===== config.mk =====
export PLATFORM = sky130hd
export DESIGN_NAME = serializer_multilane_flat
export DESIGN_NICKNAME = d
export VERILOG_FILES = /design/src/rtl/serializer_multilane_if.sv /design/src/rtl/serializer_multilane.sv /design/src/flat_wrapper.sv
export SDC_FILE = /design/constraint.sdc
export NUM_CORES = 1
export LEC_CHECK = 0
export CAP_MARGIN = 30
export CORE_MARGIN = 2
export CORE_UTILIZATION = 35
export CTS_BUF_LIST = sky130_fd_sc_hd__clkbuf_16
export CTS_CLUSTER_DIAMETER = 30
export DETAILED_ROUTE_END_ITERATION = 6
export DONT_BUFFER_PORTS = 1
export PLACE_DENSITY = 0.5
export SLEW_MARGIN = 20
export SYNTH_ARGS = -nofsm -noshare
export SYNTH_HDL_FRONTEND = slang
export SYNTH_SLANG_ARGS = --single-unit

===== constraint.sdc =====
create_clock -name clk_8f -period 2.7 [get_ports clk_8f]
set_clock_uncertainty 0.15 [all_clocks]
set_input_delay 0.27 -clock clk_8f [delete_from_list [all_inputs] [get_ports clk_8f]]
set_output_delay 0.27 -clock clk_8f [all_outputs]
set_load 0.05 [all_outputs]

===== src/rtl/serializer_multilane_if.sv =====
`default_nettype none
// ============================================================================
// Module  : serializer_multilane_if
// Brief   : Parallel-side handshake and serial outputs of the multilane serializer.
// Revision: 1.0
// ============================================================================
interface serializer_multilane_if #(
  parameter int LANES = 2,
  parameter int WIDTH = 8
);
  logic [LANES*WIDTH-1:0] data_in;
  logic [LANES-1:0]       valid_in;
  logic [LANES-1:0]       ready_out;
  logic [LANES-1:0]       data_out;
  logic                   word_strobe;
  logic                   active_out;

  modport master (
    output data_in, valid_in,
    input  ready_out, data_out, word_strobe, active_out
  );

  modport slave (
    input  data_in, valid_in,
    output ready_out, data_out, word_strobe, active_out
  );
endinterface
`default_nettype wire


===== src/rtl/serializer_multilane.sv =====
`default_nettype none
// ============================================================================
// Module  : serializer_multilane
// Brief   : LANES x WIDTH-bit parallel-to-serial transmitter, MSB first, shared
//           frame alignment, comma training after reset.
//           Optional macro SERIALIZER_PARITY_EN appends an even-parity bit.
// Revision: 1.0
// ============================================================================
module serializer_multilane #(
  parameter int               LANES       = 2,
  parameter int               WIDTH       = 8,
  parameter logic [WIDTH-1:0] IDLE_WORD   = WIDTH'(8'hBC),
  parameter int               TRAIN_WORDS = 4
) (
  input  wire logic             clk_8f,
  input  wire logic             reset,
  serializer_multilane_if.slave bus
);

`ifdef SERIALIZER_PARITY_EN
  localparam int FRAME = WIDTH + 1;
`else
  localparam int FRAME = WIDTH;
`endif
  localparam int               CNT_W        = $clog2(FRAME);
  localparam logic [CNT_W-1:0] C_CNT_LAST   = CNT_W'(FRAME - 1);
  localparam logic [7:0]       C_TRAIN_LAST = 8'(TRAIN_WORDS - 1);

  typedef enum logic [0:0] {
    S_TRAIN  = 1'b0,
    S_ACTIVE = 1'b1
  } state_t;

  state_t           r_state;
  state_t           w_state_next;
  logic [7:0]       r_train_cnt;
  logic [7:0]       w_train_cnt_next;
  logic [CNT_W-1:0] r_cnt;
  logic             r_strobe;
  logic             r_active;
  logic             w_load;
  logic [LANES-1:0] w_ready;
  logic [LANES-1:0] w_data_out;

  assign w_load  = (r_cnt == C_CNT_LAST);
  assign w_ready = {LANES{(r_state == S_ACTIVE) && w_load}};

  // Reset parks the counter on the last slot so the first free cycle loads.
  always_ff @(posedge clk_8f) begin
    if (reset) begin
      r_cnt    <= C_CNT_LAST;
      r_strobe <= 1'b0;
    end else begin
      r_cnt    <= w_load ? '0 : r_cnt + 1'b1;
      r_strobe <= w_load;
    end
  end

  always_ff @(posedge clk_8f) begin
    if (reset) begin
      r_state     <= S_TRAIN;
      r_train_cnt <= 8'd0;
      r_active    <= 1'b0;
    end else begin
      r_state     <= w_state_next;
      r_train_cnt <= w_train_cnt_next;
      r_active    <= (w_state_next == S_ACTIVE);
    end
  end

  always_comb begin
    w_state_next     = r_state;
    w_train_cnt_next = r_train_cnt;
    case (r_state)
      S_TRAIN: begin
        if (w_load) begin
          if (r_train_cnt == C_TRAIN_LAST) begin
            w_state_next = S_ACTIVE;
          end else begin
            w_train_cnt_next = r_train_cnt + 8'd1;
          end
        end
      end
      S_ACTIVE: w_state_next = S_ACTIVE;
      default:  w_state_next = S_TRAIN;
    endcase
  end

  for (genvar gi = 0; gi < LANES; gi++) begin : g_lane
    logic [WIDTH-1:0] w_word;
    logic [FRAME-1:0] w_frame;
    logic [FRAME-1:0] r_shift;
    logic             r_bit;

    assign w_word = (w_ready[gi] && bus.valid_in[gi]) ?
                    bus.data_in[gi*WIDTH +: WIDTH] : IDLE_WORD;
`ifdef SERIALIZER_PARITY_EN
    assign w_frame = {w_word, ^w_word};
`else
    assign w_frame = w_word;
`endif

    // The MSB leaves directly at the load edge; the rest follow from r_shift.
    always_ff @(posedge clk_8f) begin
      if (reset) begin
        r_shift <= '0;
        r_bit   <= 1'b0;
      end else if (w_load) begin
        r_bit   <= w_frame[FRAME-1];
        r_shift <= w_frame << 1;
      end else begin
        r_bit   <= r_shift[FRAME-1];
        r_shift <= r_shift << 1;
      end
    end

    assign w_data_out[gi] = r_bit;
  end

  assign bus.ready_out   = w_ready;
  assign bus.data_out    = w_data_out;
  assign bus.word_strobe = r_strobe;
  assign bus.active_out  = r_active;

endmodule
`default_nettype wire


===== src/flat_wrapper.sv =====
// flat-port wrapper written by rule: the top's interface ports become plain ports
module serializer_multilane_flat 
#(
  parameter int               LANES       = 2,
  parameter int               WIDTH       = 8,
  parameter logic [WIDTH-1:0] IDLE_WORD   = WIDTH'(8'hBC),
  parameter int               TRAIN_WORDS = 4
)
  (clk_8f, reset, bus_data_in, bus_valid_in, bus_ready_out, bus_data_out, bus_word_strobe, bus_active_out);
  serializer_multilane_if #(.LANES(LANES), .WIDTH(WIDTH)) bus_i ();
  input  wire logic clk_8f;
  input  wire logic reset;
  input wire logic [$bits(bus_i.data_in)-1:0] bus_data_in;
  input wire logic [$bits(bus_i.valid_in)-1:0] bus_valid_in;
  output wire logic [$bits(bus_i.ready_out)-1:0] bus_ready_out;
  output wire logic [$bits(bus_i.data_out)-1:0] bus_data_out;
  output wire logic [$bits(bus_i.word_strobe)-1:0] bus_word_strobe;
  output wire logic [$bits(bus_i.active_out)-1:0] bus_active_out;
  assign bus_i.data_in = bus_data_in;
  assign bus_i.valid_in = bus_valid_in;
  assign bus_ready_out = bus_i.ready_out;
  assign bus_data_out = bus_i.data_out;
  assign bus_word_strobe = bus_i.word_strobe;
  assign bus_active_out = bus_i.active_out;
  serializer_multilane #(.LANES(LANES), .WIDTH(WIDTH), .IDLE_WORD(IDLE_WORD), .TRAIN_WORDS(TRAIN_WORDS)) u_core (.clk_8f(clk_8f), .reset(reset), .bus(bus_i));
endmodule

==> results.md, run 1 <==
- Setup_tns: 0 ps
- Vias after detailed routing: 898
- Max-slew violation count: 0
- Vias per inst: approximately 5
- Largest net degree at the start of global routing: 26
- Synth unique cells: 30
- Post-Synth Adder-Cell Area: 3.106%
- Largest family of logic cells by synthesized area: simple AND/OR/NAND/NOR gates
- Die Span X: 62.77 um
- Full die area: between 3000 and 4000 um2
- Met2 usage: 18.01%
- Clk sinks: 29
- Dpl ws: between 700 and 800 ps
- Post-Synth XOR/XNOR Area: 0%
- Buf/Inv on CP: 2
- Share of layout cells above drive strength 1: 11.19%
- Final worst slack: 512.5 ps
- Final core utilization: 42.29%
- Commonest non-fill, non-tap cell in the layout: dfxtp_1
- Syn_area_per_cell: 9.157 um2
- Clk buf depth: 2
- Yosys reg bits: 29
- Fillers: 343
- Area contributors post-synth: dfxtp_1 (48%), nor2_1 (7.1%), a211oi_1 (6.2%)
- # hold bufs at CTS: 2
- Met3 Track Usage GR: 7.387%
- Clk_lat worst skew: ~270 ps
- Final non-filler cell total: 180
- RSZ-0062 raised after global routing: no
- Setup Fix Bufs, Post-CTS: 0
- Nets@finish: 156
- Mux share of post-synthesis cell area: 1.760%
- Synthesized cell area: 1209 um2
- FF/Latch Area: approximately 580 um2
- Number of global-route vias before repair: ~820
- Startpoint class of the critical path: register
- Synth Area in Simple Gates: a little over a quarter
- Met1 Use GR: 14.30%
- Worst EP required: 2280 ps
- DRC Markers: 0
- CTS root buf: clkbuf_16
- Placer Congestion: 0.7274
- # IOs: 26
- Kind of critical path: reg2out
- Clock transition at path regs: around 50 ps
- Final worst path period need: roughly 2200 ps
- First-pass GRT wire length: 3705 um
- Period utilisation layout: about four fifths
- FP Rows: 21
- CP peak stage delay: about 340 ps
- CP Data Arrival Time: 1770 ps
- Number of inserted diodes: 0
- Number of warnings issued by yosys: 0
- Total grt overflow: 0
- Compound-Gate Fraction of Synth Area: 14.91%
- Net Count, Synth: 155
- Max-slew headroom: 42.38%
- Max VDD drop: 0.3164 mV
- Post-CTS sizing: 0
- Cell Chain, Critical Path: ha_1 -> ha_1 -> buf_4 -> and2_1 -> buf_4
- Number of detailed-route iterations in the first pass: 4
- Pwr/cell area: 917.3 nW/um2
- Clock buffer count from CTS: 5
- Die Ht: 62.77 um
- Initial antenna violation count: 0
- GRT busiest layer: met2
- WHS: between 20 and 30 ps
- Status: finished, final reports clean
- Worst-Margin Slew: 861.4 ps
- Multi-input combinational cell area: 560.5 um2
- Wire length per cell: 12.16 um
- Number of port buffers: 0
- Crit path max-delay family: buffers and inverters
- CP max-delay cell: ha_1
- CTS H-tree depth: 2
- CTS tree: yes
- GRT Total Usage: ~12%
- Area growth syn-to-layout: 16.77%
- Final count of negative-setup-slack endpoints: 0
- Max-Cap Viols: 0
- Max Fanout on Critical Path: 14
- Crit end category: output pin
- Post-Route WL: 2189 um
- Post-route ant nets: 0
- Commonest cells after routing, fill and taps aside: dfxtp_1 (29), nor2_1 (23), a21oi_1 (11)
- Starting Density: 36.22%
- Achievable frequency: about 460 MHz
- Dpl hpwl: 1519 um
- Fin. Hold Viols: 0
- Hold crit path type: in2reg
- Post-synth top area share: 48.03%
- Area leader, netlist: dfxtp_1
- Sequential area share after synthesis: 48.03%
- Dpl cells: 170
- Core area: 3337 um2
- Mapped Cells: roughly 130
- Leakage: roughly 0.55 nW
- Iter 0 DRT Violations: 47
-- registers in the layout (all words and copies together) (netlist names) --
name	cells
u_core.bus.active_out	1
u_core.bus.word_strobe	1
u_core.g_lane.r_bit	2
u_core.g_lane.r_shift	14
u_core.r_cnt	3
u_core.r_train_cnt	8
-- logic make-up (layout without fill, tap and decap cells) --
group	count (synthesis)	count (layout)
AND/OR/NAND/NOR	56	56
AO/OA/AOI/OAI	29	29
flip-flops	29	29
buffers and inverters	13	15
multiplexers	2	2
adder cells (fa/ha/maj)	3	3
-- cells in the mapped netlist --
cell type	instances
a211o_1	1
a211oi_1	10
a21oi_1	11
a31oi_1	1
and2_1	1
and4_1	1
buf_4	3
buf_6	1
clkbuf_1	7
dfxtp_1	29
ha_1	3
inv_1	2
mux2_2	1
mux2i_1	1
nand2_1	5
nand2b_1	7
nand3_1	1
nand3b_4	1
nand4_1	5
nand4b_4	1
nor2_1	23
nor2b_1	2
nor3_1	1
nor4b_2	1
o21ai_0	4
o21bai_1	1
o31ai_1	1
or2_2	2
or3_1	4
or4_1	1
-- worst register-to-register path, cell delays in order, from the launching register on --
cell and delay, ps:
dfxtp_1 330, ha_1 150, ha_1 340, nand4b_4 170
or4_1 490, a21oi_1 140
-- area by class of cell --
cell class	instances	share of cell area, %
Inverter	2	0.5319
Tap cell	46	4.078
Clock inverter	3	2.660
Timing Repair Buffer	5	3.014
Sequential cell	29	41.13
Clock buffer	5	8.865
Multi-Input combinational cell	90	39.72
-- power by group --
part / total [mW] / internal (mW) / switching [mW] / leakage (nW)
sequential: 0.535 / 0.481 / 0.0539 / 0.238
combinational: 0.161 / 0.0738 / 0.0875 / 0.234
clock: 0.598 / 0.426 / 0.172 / 0.0826
-- metal layers --
layer / up-vias / wire (um)
met4: 0 / 17
met2: 22 / 993
met5: - / 0
met1: 416 / 1017
li1: 458 / -
met3: 2 / 161
-- path summary, 6_finish.rpt --
| check | endpoint | cells past startpoint | from | slack [ps] |
|---|---|---|---|---|
| min reg2reg | u_core.g_lane[1].r_shift[2] | 2 | u_core.g_lane[1].r_shift[1] | 300 |
| max reg2reg | u_core.r_train_cnt[7] | 5 | u_core.r_cnt[0] | 850 |
| min | u_core.g_lane[1].r_shift[2] | 2 | bus_valid_in[1] | 30 |
| max | bus_ready_out[0] | 5 | u_core.r_cnt[0] | 510 |
-- through the flow --
stage	total power, mW	area [um2]
final	1.295	1411
after global placement	0.6930	1229
after global routing	1.355	1411
after detailed placement	0.7012	1229
after CTS	1.317	1411
after floorplan	0.6862	1209
(Power assumes the default switching activity.)
==> inputs of run 2 (changes only) <==
- PLACE_DENSITY: 0.5 -> 0.52
- clock period: 2.7 -> 2 ns (I/O delays scaled with it)
==> run 2 against run 1 <==
  * Core utilization increased by 6.6 points
  * Wire length increased by 13%
  * Register-to-register slack got worse by 680 ps
  * Final cell count rose by 11%
  * Die area stayed put
  * Critical path depth stayed put
  * Clock-buffer cell count stayed put
  * Sequential cell count stayed put
  * Largest cell class unchanged
==> results.md, run 2 (synthesized netlist as in run 1, its figures left out) <==
- Placed Area: 1257 um2 (+2.3%)
- Clock buffer count from CTS: 5 (unchanged)
- Final core utilization: 48.89% (+6.6 points)
- DRC Markers: 0 (unchanged)
- Total grt overflow: 0 (unchanged)
- Final worst path period need: between 1500 and 2000 ps
- Worst-Margin Slew: 516.3 ps (-345.1 ps)
- Full die area: 3939 um2 (unchanged)
- Hold crit path type: in2reg
- Max VDD drop: 0.5944 mV (+88%)
- CP Data Arrival Time: 1500 ps (-270 ps)
- Status: finished, final reports clean
- Met1 WL: 1156 um (+14%)
- FF-to-FF path depth: 6 (+1)
- Number of port buffers: 0 (unchanged)
- CTS H-tree depth: 2 (unchanged)
- Largest reg by FF count: u_core.g_lane.r_shift
- Switching power summed over all nets: 0.4471 mW (+43%)
- Leakage: 0.6417 nW (+16%)
- Sw Ratio: 24.74% (+0.52 points)
- Post-route ant nets: 0 (unchanged)
- Met3 routed WL: 130 um (-19%)
- Period utilisation layout: 92.44%
- Setup Fix Bufs, Post-CTS: 0 (unchanged)
- Max-slew headroom: 65.53% (+23 points)
- Vias after detailed routing: 958 (+6.7%)
- Multi-input combinational cell area: 574.3 um2 (+2.5%)
- Reg power frac: 40.0% (-1.3 points)
- Internal Dissipation: 1.360 mW (+39%)
- Die Ht: 62.77 um (unchanged)
- Largest net degree at the start of global routing: 28 (+7.7%)
- Achievable frequency: between 500 and 600 MHz
- Gate power share: 15.0% (+2.5 points)
- Clock power share: 45.0% (-1.2 points)
- Iter 0 DRT Violations: 45 (-4.3%)
- Buf/Inv on CP: 2 (unchanged)
- Clk buf depth: 2 (unchanged)
- Number of inserted diodes: 0 (unchanged)
- Vias per inst: 4.814 (-3.5%)
- Setup_tns: 0 ps (unchanged)
- Startpoint class of the critical path: register
- WHS: 8.272 ps (-19.51 ps)
- Post-Route WL: 2471 um (+13%)
- Biggest regs: u_core.g_lane.r_shift x14, u_core.r_train_cnt x8, u_core.r_cnt x3
- Pwr/cell area: 1108 nW/um2 (+21%)
- GRT Total Usage: 13.96% (+1.7 points)
- Clk sinks: 29 (unchanged)
- First-pass GRT wire length: 4229 um (+14%)
- Commonest non-fill, non-tap cell in the layout: dfxtp_1
- Dpl hpwl: 1591 um (+4.8%)
- Final count of negative-setup-slack endpoints: 0 (unchanged)
- Max-slew violation count: 0 (unchanged)
- Crit end category: output pin
- Max-Cap Viols: 0 (unchanged)
- Max Fanout on Critical Path: 9 (-5)
- Die Span X: 62.77 um (unchanged)
- Kind of critical path: reg2out
- Clock transition at path regs: 50 ps (about the same)
- Core area: 3337 um2 (unchanged)
- Design area: 1632 um2 (+16%)
- Crit path max-delay family: adder cells
- Cell Chain, Critical Path: ha_1 -> ha_4 -> buf_6 -> and2_2 -> buf_12
- Power Total: 1.807 mW (+40%)
- CTS root buf: clkbuf_16
- Share of layout cells above drive strength 1: 13.07% (+1.9 points)
- Commonest cells after routing, fill and taps aside: dfxtp_1 (29), nor2_1 (23), dlygate4sd3_1 (18)
- Met2 WL: 1165 um (+17%)
- CP max-delay cell: dfxtp_1
- Top sig layer: met4
- Stages on the worst setup path: 5 (unchanged)
- # IOs: 26 (unchanged)
- Number of detailed-route iterations in the first pass: 4 (unchanged)
- Clk_lat worst skew: 270 ps (about the same)
- Worst EP required: 1650 ps (-630 ps)
- Area growth syn-to-layout: 34.99%
- Nets@finish: 175 (+12%)
- Starting Density: 36.22% (unchanged)
- CTS tree: yes
- Initial antenna violation count: 0 (unchanged)
- Fillers: 326 (-5.0%)
- Wire length per cell: 12.42 um (+2.1%)
- FF/Latch Area: 580.6 um2 (unchanged)
- RSZ-0062 raised after global routing: no
- CP peak stage delay: 310 ps (-30 ps)
- WHS Path Cells: 2 (unchanged)
- Number of global-route vias before repair: 930 (+14%)
- Placer Congestion: 0.7832 (+7.7%)
- FP Rows: 21 (unchanged)
- Fin. Hold Viols: 0 (unchanged)
- Largest register FFs: 14 (unchanged)
[run 2: cell count changes in the layout (fill, tap and decap cells not counted)]
cell           delta
ha_1              -1
and2_2            +1
buf_8             +1
and2_1            -1
ha_4              +1
buf_6             +1
buf_12            +1
dlygate4sd3_1    +16
[run 2: path summary, 6_finish.rpt]
| path | slack (ps) | start | to |
|---|---|---|---|
| min | 8 | bus_data_in[4] | u_core.g_lane[0].r_shift[5] |
| min reg2reg | 300 | u_core.g_lane[0].r_shift[6] | u_core.g_lane[0].r_shift[7] |
| max reg2reg | 170 | u_core.r_cnt[0] | u_core.g_lane[1].r_shift[7] |
| max | 150 | u_core.r_cnt[0] | bus_ready_out[0] |
[run 2: area by class of cell]
type,instances,share of cell area [%]
clock inverter,3,2.301
clock buffer,5,7.669
sequential,29,35.58
tap,46,3.528
multi-input combinational,90,35.20
timing repair buffer,24,15.26
inverter,2,0.4601
[run 2: layer usage]
metal  track usage (%)  vias up
met1             16.39      441
met4             5.000        0
met5                 0        -
li1                  -      499
met3             6.486        2
met2             22.31       16
[run 2: power by group through the flow]
stage               logic (mW)  registers [mW]  clock network [mW]
floorplan                0.229           0.698                   0
global placement         0.210           0.730                   0
detailed placement       0.218           0.732                   0
CTS                      0.255           0.720               0.832
global route             0.306           0.728               0.864
finish                   0.271           0.723               0.813
[run 2: through the flow]
step	worst slack, ps	instances
final	151.3	199
after global routing	35.81	199
after CTS	39.89	198
after detailed placement	279.2	172
after global placement	311.4	172
after floorplan	54.64	132
[run 2: what timing repair did]
item | 4_1_cts | 5_1_grt
gates resized for setup | 0 | 3
hold buffers | 18 | 0
endpoints found under the setup margin | 0 | 3
endpoints found under the hold margin | 28 | 0
